==> config.mk <==
export PLATFORM = sky130hd
export DESIGN_NAME = mem_ctrl_flat
export DESIGN_NICKNAME = d
export VERILOG_FILES = /design/src/rtl/mem_ctrl_if.sv /design/src/rtl/mem_ctrl.sv /design/src/flat_wrapper.sv
export SDC_FILE = /design/constraint.sdc
export NUM_CORES = 1
export LEC_CHECK = 0
export CAP_MARGIN = 20
export CORE_UTILIZATION = 46
export DETAILED_ROUTE_END_ITERATION = 7
export PLACE_DENSITY = 0.81
export SLEW_MARGIN = 10
export SYNTH_ARGS = -nofsm -noshare
export SYNTH_HDL_FRONTEND = slang
export SYNTH_SLANG_ARGS = --single-unit
==> constraint.sdc <==
create_clock -name clk_in -period 8.25 [get_ports clk_in]
set_clock_uncertainty 0.2 [all_clocks]
set_input_delay 0.825 -clock clk_in [delete_from_list [all_inputs] [get_ports clk_in]]
set_output_delay 0.825 -clock clk_in [all_outputs]
set_load 0.01 [all_outputs]
==> src/rtl/mem_ctrl_if.sv <==
// LSB <-> memory controller request/response bundle.
// The LSB drives a request and holds it until the one-cycle done pulse comes back.
interface mem_ctrl_if;
   logic        lsb_req;
   logic        lsb_we;
   logic [31:0] lsb_addr;
   logic [2:0]  lsb_size;
   logic        lsb_signed;
   logic [31:0] lsb_wdata;
   logic        lsb_done;
   logic [31:0] lsb_rdata;

   // Requester side (LSB)
   modport master (
      output lsb_req, lsb_we, lsb_addr, lsb_size, lsb_signed, lsb_wdata,
      input  lsb_done, lsb_rdata
   );

   // Responder side (memory controller)
   modport slave (
      input  lsb_req, lsb_we, lsb_addr, lsb_size, lsb_signed, lsb_wdata,
      output lsb_done, lsb_rdata
   );
endinterface

==> src/rtl/mem_ctrl.sv <==
// Memory controller: owns the single-byte RAM/IO port. Streams one instruction byte per cycle
// to fetch while idle, and runs 1/2/4-byte LSB loads/stores, which have priority and run to
// completion once started (loads can be aborted by flush).
module mem_ctrl #(
   parameter logic [1:0] IO_BASE_BITS = 2'b11
) (
   input  logic        clk_in,
   input  logic        rst_in_n,
   input  logic        rdy_in,
   input  logic        flush,
   // fetch side
   input  logic [31:0] req_addr,
   output logic        mem_rdy,
   output logic [7:0]  mem_byte,
   // LSB side
   mem_ctrl_if.slave   lsb_bus,
   output logic        IO_is_writing,
   input  logic        io_buffer_full,
   // RAM/IO port
   input  logic [7:0]  ram_din,
   output logic [31:0] ram_a,
   output logic [7:0]  ram_dout,
   output logic        ram_wr
);

   typedef enum logic [1:0] {StIdle, StLoad, StStore} state_e;

   state_e      state_q, state_d;
   logic [2:0]  cnt_q, cnt_d;
   logic [31:0] addr_q, addr_d;
   logic [2:0]  size_q, size_d;
   logic        signed_q, signed_d;
   logic [31:0] wdata_q, wdata_d;
   logic [31:0] rbuf_q, rbuf_d;
   logic        lsb_done_q, lsb_done_d;
   logic [31:0] lsb_rdata_q, lsb_rdata_d;

   logic        accept;
   logic        is_io;
   logic        io_stall;
   logic [2:0]  size_eff;
   logic [31:0] cur_addr;
   logic [31:0] prev_addr;
   logic [31:0] load_word;
   logic [31:0] load_ext;
   logic [31:0] wshift;

   assign mem_byte           = ram_din;
   assign lsb_bus.lsb_done   = lsb_done_q;
   assign lsb_bus.lsb_rdata  = lsb_rdata_q;

   // Request acceptance and address helpers
   always_comb begin
      accept    = (state_q == StIdle) && lsb_bus.lsb_req && !lsb_done_q &&
                  !(flush && !lsb_bus.lsb_we);
      is_io     = (addr_q[17:16] == IO_BASE_BITS);
      io_stall  = is_io && io_buffer_full;
      cur_addr  = addr_q + {29'd0, cnt_q};
      prev_addr = cur_addr - 32'd1;
      wshift    = wdata_q >> {cnt_q[1:0], 3'b000};
      case (lsb_bus.lsb_size)
         3'd1:    size_eff = 3'd1;
         3'd2:    size_eff = 3'd2;
         default: size_eff = 3'd4;
      endcase
   end

   // Merge the byte arriving this cycle (byte cnt-1) into the load buffer, then extend
   always_comb begin
      load_word = rbuf_q;
      case (cnt_q)
         3'd1:    load_word[7:0]   = ram_din;
         3'd2:    load_word[15:8]  = ram_din;
         3'd3:    load_word[23:16] = ram_din;
         3'd4:    load_word[31:24] = ram_din;
         default: ;
      endcase
      case (size_q)
         3'd1:    load_ext = {{24{signed_q & load_word[7]}}, load_word[7:0]};
         3'd2:    load_ext = {{16{signed_q & load_word[15]}}, load_word[15:0]};
         default: load_ext = load_word;
      endcase
   end

   // Next-state logic for the transaction FSM
   always_comb begin
      state_d     = state_q;
      cnt_d       = cnt_q;
      addr_d      = addr_q;
      size_d      = size_q;
      signed_d    = signed_q;
      wdata_d     = wdata_q;
      rbuf_d      = rbuf_q;
      lsb_done_d  = 1'b0;
      lsb_rdata_d = lsb_rdata_q;
      case (state_q)
         StIdle: begin
            if (accept) begin
               addr_d   = lsb_bus.lsb_addr;
               size_d   = size_eff;
               signed_d = lsb_bus.lsb_signed;
               wdata_d  = lsb_bus.lsb_wdata;
               rbuf_d   = 32'd0;
               cnt_d    = 3'd0;
               state_d  = lsb_bus.lsb_we ? StStore : StLoad;
            end
         end
         StLoad: begin
            if (flush) begin
               cnt_d   = 3'd0;
               state_d = StIdle;
            end else begin
               rbuf_d = load_word;
               if (cnt_q == size_q) begin
                  lsb_rdata_d = load_ext;
                  lsb_done_d  = 1'b1;
                  cnt_d       = 3'd0;
                  state_d     = StIdle;
               end else begin
                  cnt_d = cnt_q + 3'd1;
               end
            end
         end
         StStore: begin
            if (!io_stall) begin
               if (cnt_q == size_q - 3'd1) begin
                  lsb_done_d = 1'b1;
                  cnt_d      = 3'd0;
                  state_d    = StIdle;
               end else begin
                  cnt_d = cnt_q + 3'd1;
               end
            end
         end
         default: state_d = StIdle;
      endcase
   end

   // State registers; rdy_in low freezes everything
   always_ff @(posedge clk_in or negedge rst_in_n) begin
      if (!rst_in_n) begin
         state_q     <= StIdle;
         cnt_q       <= 3'd0;
         addr_q      <= 32'd0;
         size_q      <= 3'd0;
         signed_q    <= 1'b0;
         wdata_q     <= 32'd0;
         rbuf_q      <= 32'd0;
         lsb_done_q  <= 1'b0;
         lsb_rdata_q <= 32'd0;
      end else if (rdy_in) begin
         state_q     <= state_d;
         cnt_q       <= cnt_d;
         addr_q      <= addr_d;
         size_q      <= size_d;
         signed_q    <= signed_d;
         wdata_q     <= wdata_d;
         rbuf_q      <= rbuf_d;
         lsb_done_q  <= lsb_done_d;
         lsb_rdata_q <= lsb_rdata_q == lsb_rdata_d ? lsb_rdata_q : lsb_rdata_d;
      end
   end

   // RAM port drive. Fetch addresses pass straight through so the byte lands next cycle.
   // Outputs are forced to their idle values while reset is asserted.
   always_comb begin
      mem_rdy       = 1'b0;
      ram_a         = 32'd0;
      ram_dout      = 8'd0;
      ram_wr        = 1'b0;
      IO_is_writing = (state_q == StStore) && is_io;
      if (rst_in_n) begin
         case (state_q)
            StIdle: begin
               if (!accept) begin
                  mem_rdy = rdy_in;
                  ram_a   = req_addr;
               end
            end
            StLoad: begin
               // While frozen, re-read the byte still owed so ram_din is correct on resume
               ram_a = (!rdy_in && cnt_q != 3'd0) ? prev_addr : cur_addr;
            end
            StStore: begin
               ram_a    = cur_addr;
               ram_dout = wshift[7:0];
               ram_wr   = rdy_in && !io_stall;
            end
            default: ;
         endcase
      end
   end

endmodule

==> src/flat_wrapper.sv <==
// flat-port wrapper written by rule: the top's interface ports become plain ports
module mem_ctrl_flat 
#(
   parameter logic [1:0] IO_BASE_BITS = 2'b11
)
  (clk_in, rst_in_n, rdy_in, flush, req_addr, mem_rdy, mem_byte, IO_is_writing, io_buffer_full, ram_din, ram_a, ram_dout, ram_wr, lsb_bus_lsb_req, lsb_bus_lsb_we, lsb_bus_lsb_addr, lsb_bus_lsb_size, lsb_bus_lsb_signed, lsb_bus_lsb_wdata, lsb_bus_lsb_done, lsb_bus_lsb_rdata);
  mem_ctrl_if lsb_bus_i ();
  input  logic clk_in;
  input  logic rst_in_n;
  input  logic rdy_in;
  input  logic flush;
  input  logic [31:0] req_addr;
  output logic mem_rdy;
  output logic [7:0] mem_byte;
  output logic IO_is_writing;
  input  logic io_buffer_full;
  input  logic [7:0] ram_din;
  output logic [31:0] ram_a;
  output logic [7:0] ram_dout;
  output logic ram_wr;
  input wire logic [$bits(lsb_bus_i.lsb_req)-1:0] lsb_bus_lsb_req;
  input wire logic [$bits(lsb_bus_i.lsb_we)-1:0] lsb_bus_lsb_we;
  input wire logic [$bits(lsb_bus_i.lsb_addr)-1:0] lsb_bus_lsb_addr;
  input wire logic [$bits(lsb_bus_i.lsb_size)-1:0] lsb_bus_lsb_size;
  input wire logic [$bits(lsb_bus_i.lsb_signed)-1:0] lsb_bus_lsb_signed;
  input wire logic [$bits(lsb_bus_i.lsb_wdata)-1:0] lsb_bus_lsb_wdata;
  output wire logic [$bits(lsb_bus_i.lsb_done)-1:0] lsb_bus_lsb_done;
  output wire logic [$bits(lsb_bus_i.lsb_rdata)-1:0] lsb_bus_lsb_rdata;
  assign lsb_bus_i.lsb_req = lsb_bus_lsb_req;
  assign lsb_bus_i.lsb_we = lsb_bus_lsb_we;
  assign lsb_bus_i.lsb_addr = lsb_bus_lsb_addr;
  assign lsb_bus_i.lsb_size = lsb_bus_lsb_size;
  assign lsb_bus_i.lsb_signed = lsb_bus_lsb_signed;
  assign lsb_bus_i.lsb_wdata = lsb_bus_lsb_wdata;
  assign lsb_bus_lsb_done = lsb_bus_i.lsb_done;
  assign lsb_bus_lsb_rdata = lsb_bus_i.lsb_rdata;
  mem_ctrl #(.IO_BASE_BITS(IO_BASE_BITS)) u_core (.clk_in(clk_in), .rst_in_n(rst_in_n), .rdy_in(rdy_in), .flush(flush), .req_addr(req_addr), .mem_rdy(mem_rdy), .mem_byte(mem_byte), .lsb_bus(lsb_bus_i), .IO_is_writing(IO_is_writing), .io_buffer_full(io_buffer_full), .ram_din(ram_din), .ram_a(ram_a), .ram_dout(ram_dout), .ram_wr(ram_wr));
endmodule
==> results.md <==
Synthesis:
- The netlist uses 78 different library cells.
- The share of the Yosys chip area taken by registers is 0.355.
- Counting every instance in the synthesized netlist gives between 1,000 and 1,500.
- The number of flops mapped to enable cells by yosys is 0.
- The mean cell area of the mapped netlist is between 9 and 10 um^2.
- For this run, the leading register cell type out of synthesis is sky130_fd_sc_hd__dfrtp_1.
- In the synthesized netlist the async set-or-reset flop fraction comes to 1.00.
- The synthesized design contains 138 register bits.
- After synthesis the cells add up to 0.00973 mm^2.
- When the netlist entered floorplanning its net count stood at roughly 1,200.
- The Yosys step of the flow raised 0 warnings.

STA:
- For the pin with the worst max-slew slack, the measured transition is slightly above 1000 ps.
- Setup violations remaining at the end of the flow were counted as 0.
- Of the available clock period, the critical path in the final layout requires 0.753.
- Summed over all failing endpoints, the final setup total negative slack is 0 ps.
- The headroom to the max-slew limit is 0.317.
- The worst path in the final design needs a cycle of 6210 ps, including I/O delays and setup.
- Once routing completed, OpenROAD measured the worst setup slack at between 2000 and 2500 ps.
- The count of endpoints failing hold in the final timing report is 0.
- The achievable frequency is between 150 and 200 MHz.
- Setup repair after global routing left no endpoint under its margin.
- The final number of max-transition violations is 0.

Clock network:
- At the later pin of the worst-skew pair, clock insertion delay measures 430 ps.
- The library cell used as clock root buffer is sky130_fd_sc_hd__clkbuf_16.
- The clock passes through at most 2 buffers.
- After clock tree synthesis, the repair step resized 0 gates.
- The TritonCTS clock tree is built.
- The number of post-CTS setup repair buffers is 0.
- The number of hold buffers added after CTS was 0.
- CTS built an H-tree with a depth of 4.
- The CTS clock-pin slew for the worst setup and hold paths is about 70 ps.
- The sink count of the clock tree is 138.
- In this run, CTS created clock tree buffers numbering 17.

Critical path:
- The worst setup path is captured at an output port.
- The worst setup path is launched from a register.
- Along the worst path, the maximum fanout reaches 13.
- The start-to-end type of the worst setup path is reg2out.
- The worst path required time is 7220 ps.
- The data arrival time of the worst path is slightly above 5000 ps.

Die:
- The die is between 100 and 150 um tall.
- During I/O placement, the number of pins put on the boundary was between 150 and 200.
- The floorplan step defined a die boundary enclosing roughly 0.022 mm^2.
- The floorplan has between 50 and 60 rows.
- The initial utilization of the core area, before any placement, comes to 0.475.
- The core area is 0.0205 mm^2.
- The die is ~150 um wide.

Place:
- The number of placed cells counting well taps is 1,462.
- Summed over all nets, the half-perimeter wirelength after detailed placement is roughly 21 mm.
- The last weighted congestion value of the routability-driven placer is roughly 0.95.
- Port buffering added slightly below 200 buffers.
- Once placement finished, the instance area stood at ~0.012 mm^2.
- Timing analysis after detailed placement gives a worst setup slack of 2320 ps.

Cells and area:
- The count of fill cells added during filler insertion is 1,758.
- The share of post-route cells with drive strength above 1 is 0.125.
- The net total in the final layout is roughly 1,300.
- The utilization after layout is 0.602.
- From synthesis to final layout, the design area changed by 26.8%.
- The final instance count without filler cells is between 1,000 and 1,500.
- The area of all placed cells without fillers is 0.0123 mm^2.

GRT:
- The first-pass GRT wire length is approximately 46 mm.
- The aggregate global-route resource usage is 0.268.
- Entering global routing, the biggest net connects slightly below 100 pins.
- For this run the aggregate overflow at the end of global routing stands at 0.
- The initial antenna violation count came to 4.
- The number of global-route vias before repair is 8,612.

Min path:
- The path class of the lowest-slack min-delay path is in2async.

Power:
- The static leakage is between 0.004 and 0.005 uW.
- IR analysis of the VDD net gives a maximum drop of roughly 180 uV.
- For this design the ratio of total power to cell area is approximately 310 mW/mm^2.

Detailed routing:
- The routed design has around 29 mm of wire.
- The count of vias placed by the detailed router is 9,004.
- The mean routed wirelength per cell is 19.3 um.
- The number of nets with antenna violations after detailed routing is 0.
- After detailed routing, the number of remaining DRC violations is 0.
- The vias per cell is about 6.0.
- For this block, the initial DRC count from the detailed router was about 760.
- Before antenna repair, the detailed router went through 6 iterations.

Outcome:
- The run finished with clean final reports.

Flow run:
- The number of maximum-capacitance constraint violations is 0.
-- Yosys cell counts, types with 5 or more instances --
master | instances | share of area
sky130_fd_sc_hd__o221ai_1 | 13 | 0.012
sky130_fd_sc_hd__nand2_1 | 106 | 0.041
sky130_fd_sc_hd__nor2_1 | 80 | 0.031
sky130_fd_sc_hd__or3_1 | 10 | 0.0064
sky130_fd_sc_hd__mux2_2 | 83 | 0.096
sky130_fd_sc_hd__buf_1 | 5 | 0.0019
sky130_fd_sc_hd__nor2b_1 | 9 | 0.0058
sky130_fd_sc_hd__a222oi_1 | 13 | 0.013
sky130_fd_sc_hd__nor3_1 | 26 | 0.013
sky130_fd_sc_hd__buf_4 | 14 | 0.011
sky130_fd_sc_hd__o21ai_0 | 65 | 0.033
sky130_fd_sc_hd__nand4_1 | 17 | 0.011
sky130_fd_sc_hd__mux4_2 | 8 | 0.019
sky130_fd_sc_hd__o22ai_1 | 10 | 0.0064
sky130_fd_sc_hd__mux2i_1 | 36 | 0.037
sky130_fd_sc_hd__nand2b_1 | 10 | 0.0064
sky130_fd_sc_hd__a211oi_1 | 9 | 0.0069
sky130_fd_sc_hd__nor4_1 | 13 | 0.0084
sky130_fd_sc_hd__clkbuf_1 | 39 | 0.015
sky130_fd_sc_hd__a21oi_1 | 38 | 0.020
sky130_fd_sc_hd__and3_1 | 18 | 0.012
sky130_fd_sc_hd__and2_1 | 7 | 0.0045
sky130_fd_sc_hd__a31oi_1 | 7 | 0.0045
sky130_fd_sc_hd__a22o_1 | 10 | 0.0090
sky130_fd_sc_hd__buf_2 | 18 | 0.0093
sky130_fd_sc_hd__xnor2_1 | 40 | 0.036
sky130_fd_sc_hd__xor2_1 | 23 | 0.021
sky130_fd_sc_hd__nor3b_1 | 5 | 0.0039
sky130_fd_sc_hd__a22oi_1 | 23 | 0.018
sky130_fd_sc_hd__inv_1 | 38 | 0.015
sky130_fd_sc_hd__nand3_1 | 35 | 0.018
sky130_fd_sc_hd__dfrtp_1 | 138 | 0.35
sky130_fd_sc_hd__ha_1 | 16 | 0.021
-- cell families (layout without fill, tap and decap cells) --
kind of cell | Yosys count | count (layout) | share of synthesized area
AND/OR/NAND/NOR | 362 | 362 | 0.187
adder cells (fa/ha/maj) | 17 | 17 | 0.0226
multiplexers | 128 | 128 | 0.153
flip-flops | 138 | 138 | 0.355
AO/OA/AOI/OAI | 239 | 239 | 0.172
other | 0 | 3 | 0
buffers and inverters | 116 | 278 | 0.0540
XOR/XNOR | 63 | 63 | 0.0567
-- metrics by stage --
step | hold WS, ps | power, uW
floorplan | 242 | 2450
global placement | 254 | 3020
detailed placement | 269 | 3080
CTS | 283 | 3850
global route | 302 | 4090
finish | 269 | 3860
-- layout by cell type, fill, tap and decap left out, types with 35 or more instances in the layout --
cell,netlist,routed
sky130_fd_sc_hd__dfrtp_1,138,138
sky130_fd_sc_hd__a21oi_1,38,38
sky130_fd_sc_hd__nand3_1,35,35
sky130_fd_sc_hd__mux2_2,83,83
sky130_fd_sc_hd__xnor2_1,40,40
sky130_fd_sc_hd__inv_1,38,38
sky130_fd_sc_hd__clkdlybuf4s50_1,0,197
sky130_fd_sc_hd__mux2i_1,36,36
sky130_fd_sc_hd__o21ai_0,65,65
sky130_fd_sc_hd__nand2_1,106,106
sky130_fd_sc_hd__nor2_1,80,79
-- routing by layer --
metal	track usage	vias to the layer above	wire (um)
li1	-	4203	-
met1	0.372	4364	12800
met2	0.416	395	13400
met5	0	-	10
met3	0.0488	40	2190
met4	0.101	2	566
-- state kept, by name (all words and copies together) (netlist names) --
register                  cells
u_core.addr_q                32
u_core.cnt_q                  3
u_core.lsb_bus.lsb_done       1
u_core.lsb_bus.lsb_rdata     32
u_core.rbuf_q                32
u_core.signed_q               1
u_core.size_q                 3
u_core.state_q                2
u_core.wdata_q               32
-- power breakdown --
group | total [uW] | leakage [uW] | internal (uW) | switching (uW)
sequential | 1260 | 0.00173 | 941 | 316
clock | 759 | 0.000283 | 434 | 325
combinational | 1850 | 0.00287 | 882 | 965
-- final cells by class --
| cell class | count | area (um^2) | area share |
|---|---|---|---|
| diodes | 3 | 7.51 | 0.000608 |
| clock buffers | 18 | 439 | 0.0356 |
| clock inverters | 14 | 146 | 0.0119 |
| inverters | 38 | 143 | 0.0116 |
| multi-input cells | 809 | 5760 | 0.467 |
| flip-flops and latches | 138 | 3450 | 0.280 |
| well taps | 270 | 338 | 0.0274 |
| repair buffers | 208 | 2060 | 0.167 |
-- critical path, cell delays in order (launching register included) --
cell and delay, ps:
sky130_fd_sc_hd__dfrtp_1 650, sky130_fd_sc_hd__ha_1 390, sky130_fd_sc_hd__fa_1 470, sky130_fd_sc_hd__a21oi_2 340, sky130_fd_sc_hd__or3_1 400, sky130_fd_sc_hd__nor2_1 120, sky130_fd_sc_hd__nor4b_1 390, sky130_fd_sc_hd__o211ai_1 230
sky130_fd_sc_hd__or4_1 460, sky130_fd_sc_hd__or3_1 420, sky130_fd_sc_hd__xnor2_1 140, sky130_fd_sc_hd__o221ai_1 170, sky130_fd_sc_hd__clkdlybuf4s50_1 580
-- worst paths after layout --
kind,to,cells after the start,slack [ps],startpoint
max,ram_a[27],12,2040,u_core.cnt_q[0]
min,u_core.wdata_q[27],1,270,rst_in_n
max reg2reg,u_core.lsb_bus.lsb_rdata[9],12,3030,u_core.cnt_q[0]
min reg2reg,u_core.rbuf_q[25],2,280,u_core.rbuf_q[25]
max in group asynchronous,u_core.addr_q[6],2,6260,rst_in_n
min in group clk_in,u_core.rbuf_q[25],2,280,u_core.rbuf_q[25]
Note: power is estimated with default switching activity, not from simulation.
